[src/rtl/matrix_pkg.sv]
// Shared definitions for the matrix operand feeder: word width, feeder
// state encoding and an index-width helper that never returns zero.
package matrix_pkg;

    localparam int WORD_WIDTH = 32;

    typedef enum logic [1:0] {
        LOAD,
        PRESENT,
        WAIT_DROP,
        DONE
    } feeder_state_t;

    // Width needed to index n items; a single item still gets one bit.
    function automatic int idx_width(input int n);
        return (n <= 1) ? 1 : $clog2(n);
    endfunction

endpackage

[src/rtl/matrix_operand_store.sv]
// Register file holding A (slots 0..N*N-1) and B (slots N*N..2*N*N-1),
// both row-major. One write port; row i of A and column j of B are read
// combinationally as packed vectors, element k at bits [32k+31:32k].
module matrix_operand_store
    import matrix_pkg::*;
#(
    parameter  int N  = 4,
    localparam int AW = idx_width(2 * N * N),
    localparam int IW = idx_width(N)
) (
    input  logic                    clk,
    input  logic                    wr_en,
    input  logic [AW-1:0]           wr_addr,
    input  logic [WORD_WIDTH-1:0]   wr_data,
    input  logic [IW-1:0]           rd_i,
    input  logic [IW-1:0]           rd_j,
    output logic [WORD_WIDTH*N-1:0] row,
    output logic [WORD_WIDTH*N-1:0] column
);

    logic [WORD_WIDTH-1:0] mem [2*N*N];

    // Storage is deliberately not reset; the feeder overwrites it every job.
    always_ff @(posedge clk) begin
        if (wr_en) begin
            mem[wr_addr] <= wr_data;
        end
    end

    // Gather row i of A and column j of B into packed output vectors.
    always_comb begin
        row    = '0;
        column = '0;
        for (int k = 0; k < N; k++) begin
            row[k*WORD_WIDTH +: WORD_WIDTH]    = mem[AW'(int'(rd_i) * N + k)];
            column[k*WORD_WIDTH +: WORD_WIDTH] = mem[AW'(N * N + k * N + int'(rd_j))];
        end
    end

endmodule

[src/rtl/matrix_operand_feeder.sv]
// Operand feeder for inner_product: loads A then B from a word stream,
// then issues every (row i of A, column j of B) pair in row-major order of C
// over a four-phase stb/ack handshake, publishing (i,j) alongside.
// Optional feature: define MATRIX_FEEDER_KEEP_B_EN to keep B loaded across
// jobs (a b_valid flag, cleared only by rst, limits later loads to A only).
module matrix_operand_feeder
    import matrix_pkg::*;
#(
    parameter  int N  = 4,
    localparam int IW = idx_width(N)
) (
    input  logic                    clk,
    input  logic                    rst,
    input  logic [WORD_WIDTH-1:0]   in_data,
    input  logic                    in_i_stb,
    output logic                    in_i_ack,
    output logic [WORD_WIDTH*N-1:0] row,
    output logic                    row_o_stb,
    input  logic                    row_i_ack,
    output logic [WORD_WIDTH*N-1:0] column,
    output logic                    column_o_stb,
    input  logic                    column_i_ack,
    output logic [IW-1:0]           pair_i,
    output logic [IW-1:0]           pair_j,
    output logic                    done
);

    localparam int            AW          = idx_width(2 * N * N);
    localparam logic [IW-1:0] LAST_IDX    = IW'(N - 1);
    localparam logic [AW-1:0] LAST_B_WORD = AW'(2 * N * N - 1);
`ifdef MATRIX_FEEDER_KEEP_B_EN
    localparam logic [AW-1:0] LAST_A_WORD = AW'(N * N - 1);
`endif

    feeder_state_t state_q, state_d;
    logic [AW-1:0] wcnt_q, wcnt_d;
    logic [IW-1:0] i_q, i_d;
    logic [IW-1:0] j_q, j_d;
    logic          row_stb_q, row_stb_d;
    logic          col_stb_q, col_stb_d;
    logic          ack_q, ack_d;
    logic          xfer;
    logic          last_word;
    logic          show_pair;
    logic [WORD_WIDTH*N-1:0] store_row;
    logic [WORD_WIDTH*N-1:0] store_column;

`ifdef MATRIX_FEEDER_KEEP_B_EN
    logic b_valid_q, b_valid_d;
    assign last_word = b_valid_q ? (wcnt_q == LAST_A_WORD) : (wcnt_q == LAST_B_WORD);
`else
    assign last_word = (wcnt_q == LAST_B_WORD);
`endif

    assign xfer         = in_i_stb & ack_q;
    assign in_i_ack     = ack_q;
    assign row_o_stb    = row_stb_q;
    assign column_o_stb = col_stb_q;
    assign pair_i       = i_q;
    assign pair_j       = j_q;
    assign done         = (state_q == DONE);

    // Outputs read zero outside the issue phase so reset never exposes stale storage.
    assign show_pair = (state_q == PRESENT) || (state_q == WAIT_DROP);
    assign row       = show_pair ? store_row    : '0;
    assign column    = show_pair ? store_column : '0;

    matrix_operand_store #(.N(N)) u_store (
        .clk     (clk),
        .wr_en   (xfer),
        .wr_addr (wcnt_q),
        .wr_data (in_data),
        .rd_i    (i_q),
        .rd_j    (j_q),
        .row     (store_row),
        .column  (store_column)
    );

    // State, counters and handshake flags; rst aborts any job in progress.
    always_ff @(posedge clk) begin
        if (rst) begin
            state_q   <= LOAD;
            wcnt_q    <= '0;
            i_q       <= '0;
            j_q       <= '0;
            row_stb_q <= 1'b0;
            col_stb_q <= 1'b0;
            ack_q     <= 1'b0;
`ifdef MATRIX_FEEDER_KEEP_B_EN
            b_valid_q <= 1'b0;
`endif
        end else begin
            state_q   <= state_d;
            wcnt_q    <= wcnt_d;
            i_q       <= i_d;
            j_q       <= j_d;
            row_stb_q <= row_stb_d;
            col_stb_q <= col_stb_d;
            ack_q     <= ack_d;
`ifdef MATRIX_FEEDER_KEEP_B_EN
            b_valid_q <= b_valid_d;
`endif
        end
    end

    // Next-state logic: load words, present pairs, wait for four-phase ack drop.
    always_comb begin
        state_d   = state_q;
        wcnt_d    = wcnt_q;
        i_d       = i_q;
        j_d       = j_q;
        row_stb_d = row_stb_q;
        col_stb_d = col_stb_q;
`ifdef MATRIX_FEEDER_KEEP_B_EN
        b_valid_d = b_valid_q;
`endif
        unique case (state_q)
            LOAD: begin
                if (xfer) begin
                    wcnt_d = wcnt_q + 1'b1;
`ifdef MATRIX_FEEDER_KEEP_B_EN
                    if (wcnt_q == LAST_B_WORD) begin
                        b_valid_d = 1'b1;
                    end
`endif
                    if (last_word) begin
                        state_d   = PRESENT;
                        wcnt_d    = '0;
                        i_d       = '0;
                        j_d       = '0;
                        row_stb_d = 1'b1;
                        col_stb_d = 1'b1;
                    end
                end
            end
            PRESENT: begin
                if (row_stb_q && row_i_ack) begin
                    row_stb_d = 1'b0;
                end
                if (col_stb_q && column_i_ack) begin
                    col_stb_d = 1'b0;
                end
                if (!row_stb_d && !col_stb_d) begin
                    state_d = WAIT_DROP;
                end
            end
            WAIT_DROP: begin
                if (!row_i_ack && !column_i_ack) begin
                    if (i_q == LAST_IDX && j_q == LAST_IDX) begin
                        state_d = DONE;
                    end else begin
                        if (j_q == LAST_IDX) begin
                            j_d = '0;
                            i_d = i_q + 1'b1;
                        end else begin
                            j_d = j_q + 1'b1;
                        end
                        row_stb_d = 1'b1;
                        col_stb_d = 1'b1;
                        state_d   = PRESENT;
                    end
                end
            end
            DONE: begin
                state_d = LOAD;
                i_d     = '0;
                j_d     = '0;
            end
            default: begin
                state_d = LOAD;
            end
        endcase
        ack_d = (state_d == LOAD);
    end

endmodule

[config.mk]
export PLATFORM = sky130hd
export DESIGN_NAME = matrix_operand_feeder
export DESIGN_NICKNAME = d
export VERILOG_FILES = /design/src/rtl/matrix_pkg.sv /design/src/rtl/matrix_operand_store.sv /design/src/rtl/matrix_operand_feeder.sv
export SDC_FILE = /design/constraint.sdc
export NUM_CORES = 1
export LEC_CHECK = 0
export BUFFER_PORTS_ARGS = -buffer_cell sky130_fd_sc_hd__buf_2
export CAP_MARGIN = 20
export CORE_MARGIN = 2
export CORE_UTILIZATION = 35
export CTS_CLUSTER_DIAMETER = 150
export DETAILED_ROUTE_END_ITERATION = 12
export PLACE_DENSITY = 0.58
export SLEW_MARGIN = 20
export SYNTH_ARGS = -nofsm -noshare
export SYNTH_HDL_FRONTEND = slang
export SYNTH_SLANG_ARGS = --single-unit
export TNS_END_PERCENT = 30
[constraint.sdc]
create_clock -name clk -period 4.4 [get_ports clk]
set_clock_uncertainty 0.1 [all_clocks]
set_input_delay 0 -clock clk [delete_from_list [all_inputs] [get_ports clk]]
set_output_delay 0 -clock clk [all_outputs]
set_load 0.02 [all_outputs]
==> results.sh <==
export IMPL_yosys_warnings=0
export IMPL_synth_compound_area_frac=0.00498
export IMPL_antenna_found_initial=17
export IMPL_htree_levels=3
export IMPL_grt_overflow=0
export IMPL_cp_end_kind="output port"
export IMPL_timing_max_cap_violations=0
export IMPL_crit_path_start_kind="register"
export IMPL_vias=19017
export IMPL_hold_class="input pin to register"
export IMPL_clock_latency_ps=670
export IMPL_yosysUniqueCellTypes=40
export IMPL_final_common_cell="edfxtp_1"
export IMPL_synth_fa_ha_area_frac=0.00410
export IMPL_cts_resized=0
export IMPL_status="complete, but fails checks"
export IMPL_maxSlewHeadroom=0.271
export IMPL_grt_max_degree=116
export IMPL_vias_per_cell=5.08
export IMPL_post_route_drc_count=0
export IMPL_hold_viol=4
export IMPL_timing_final_crit_share=0.764
export IMPL_die_h_um=341
export IMPL_total_power_mw=25.7
export IMPL_layout_common_cells="1024 x edfxtp_1, 300 x buf_2, 258 x and2_1"
export IMPL_setup_viol=0
export IMPL_numPortBuffers=300
export IMPL_gr_usage_all_layers=0.174
export IMPL_hold_slack_ps=-4.02
export IMPL_avgSynthCellArea_um2=22.4
export IMPL_syn2layout_area_growth_pct=19.0
export IMPL_dieArea_um2=116000
export IMPL_clockRootBuffer="clkbuf_16"
export IMPL_tightest_slew_ps=1090
export IMPL_drt_wl_total_um=102000
export IMPL_grt_pass1_vias=19789
export IMPL_synthMuxAreaShare=0.146
export IMPL_place_area_um2=43000
export IMPL_ys_ff_latch=1040
export IMPL_slew_violations=0
export IMPL_synth_top_family_by_area="multiplexers"
export IMPL_violations="hold timing"
export IMPL_synth_area_top_cells="edfxtp_1 77%, mux4_2 15%, and2_1 4.1%"
export IMPL_start_util=0.353
export IMPL_ant_nets=0
export IMPL_yosys_area_top_type="edfxtp_1"
export IMPL_peakVddDrop_uv=381
export IMPL_slowest_stage="dfxtp_4"
export IMPL_post_drt_wl_per_cell_um=27.3
export IMPL_post_dp_hpwl_um=58200
export IMPL_crit_path_max_fanout=42
export IMPL_fmax_mhz=298
export IMPL_power_density_nw_per_um2=544
export IMPL_synth_nets=1822
export IMPL_yosysTopAreaCellShare=0.774
export IMPL_postCtsSetupBuffers=0
export IMPL_firstDrtPassIters=5
export IMPL_design_area_um2=47200
export IMPL_synth_xor_area_frac=0
export IMPL_tns_ps=0
export IMPL_rsz0062_at_grt="false"
export IMPL_first_iter_violations=1851
export IMPL_min_period_ps=3360
export IMPL_cp_arrival_ps=3260
export IMPL_worstPathCellList="buf_4, mux4_2, and2_1, buf_2"
export IMPL_drive_gt1_frac=0.356
export IMPL_gp_congestion=0.763
export IMPL_coreArea_um2=112000
export IMPL_io_pins=301
export IMPL_fin_nets=2200
export IMPL_cts_max_path_buffers=3
export IMPL_crit_path_max_incr_delay_ps=920
export IMPL_cts_tree="done"
export IMPL_synth_simple_area_share=0.0497
export IMPL_die_width_um=341
export IMPL_syn_area_um2=39700
export IMPL_cp_required_ps=4300
export IMPL_p_leak_nw=15.3
export IMPL_path_class="register to output port"
export IMPL_cts_buffers=106
export IMPL_clk_pin_slew_ps=60
export IMPL_cts_sinks=1040
export IMPL_netlist_instances=1772
export IMPL_seq_area_frac_synth=0.783
export IMPL_grt_pass1_wl_um=144000
export IMPL_rows=123
==> per-stage QoR <==
stage	utilization	setup slack, ps	hold WS [ps]	std cells
after floorplan	-	1420	-1.13	1772
after global placement	0.382	1080	234	3494
after detailed placement	0.383	1540	248	3494
after CTS	0.417	879	11.5	3729
after global routing	0.420	730	14.0	3740
final	0.420	1040	-4.02	3745
==> synthesized netlist by cell type, drive strengths merged <==
cell type  count
edfxtp      1024
and2         258
mux4         256
buf           47
clkbuf        45
nor2          45
dfxtp         16
ha            13
nand3         10
nand2          8
a21oi          7
inv            5
mux2i          5
a31o           4
nand2b         4
nand3b         3
a41o           2
nor3           2
o21ai          2
a211o          1
a21boi         1
a221oi         1
a22oi          1
a2bb2oi        1
a31oi          1
and3           1
nand4          1
nor3b          1
o211a          1
o21a           1
o31ai          1
or3            1
or3b           1
or4            1
or4b           1
==> critical path, delay by kind of cell (launching register included) <==
kind	cells	cell delay (ps)
buffers and inverters	2	760
DFF	1	920
muxes	1	670
and+or+nand+nor	1	200
==> cell type report <==
type                    count  area (um2)
clock inverters            77         802
flip-flops and latches   1040       31100
repair buffers            362        2260
fillers                  9780       65300
multi-input cells         635        8420
diodes                      5        12.5
well taps                1500        1880
inverters                   5        18.8
clock buffers             121        2750
==> cells by family (layout without fill, tap and decap cells) <==
group / after synthesis / after routing
and+or+nand+nor: 337 / 337
other: 0 / 5
muxes: 261 / 261
buffers and inverters: 97 / 565
DFF: 1040 / 1040
AOI/OAI and AO/OA: 24 / 24
adders and majority gates: 13 / 13
==> where the power goes <==
group / switching [mW] / internal, mW / leakage, nW / total [mW]
Sequential: 0.0753 / 11.0 / 9.34 / 11.0
Combinational: 3.80 / 1.76 / 4.20 / 5.57
Clock: 3.72 / 5.37 / 1.75 / 9.10
Total: 7.60 / 18.1 / 15.3 / 25.7
==> worst paths after layout <==
kind | cells after the start | slack [ps] | startpoint | end
setup reg to reg | 8 | 1510 | wcnt_q[0]$_SDFFE_PP0P_ | pair_j[0]$_SDFFE_PP0P_
hold / removal | 1 | -4 | in_data[14] | u_store.mem[8][14]$_DFFE_PP_
setup / recovery | 4 | 1040 | pair_i[0]$_SDFFE_PP0P_ | row[90]
hold reg to reg | 1 | 440 | row_o_stb$_SDFFE_PP0P_ | row_o_stb$_SDFFE_PP0P_
==> state kept, by name, indices dropped and copies added (netlist names), named ones only <==
signal,cells
in_i_ack,1
pair_j,2
column_o_stb,1
wcnt_q,5
pair_i,2
state_q,2
u_store.mem,1024
row_o_stb,1
==> layer usage <==
layer	track usage	up-vias	share of wire
met5	0	-	0.00052
met4	0.0443	8	0.018
met3	0.0373	118	0.071
met2	0.287	620	0.49
met1	0.236	10238	0.42
li1	-	8033	-
==> repair_timing <==
item                       4_1_cts  5_1_grt
setup endpoints to repair        0        0
hold buffers                    37        0
hold endpoints to repair       863        0
Note: power is estimated with default switching activity, not from simulation.
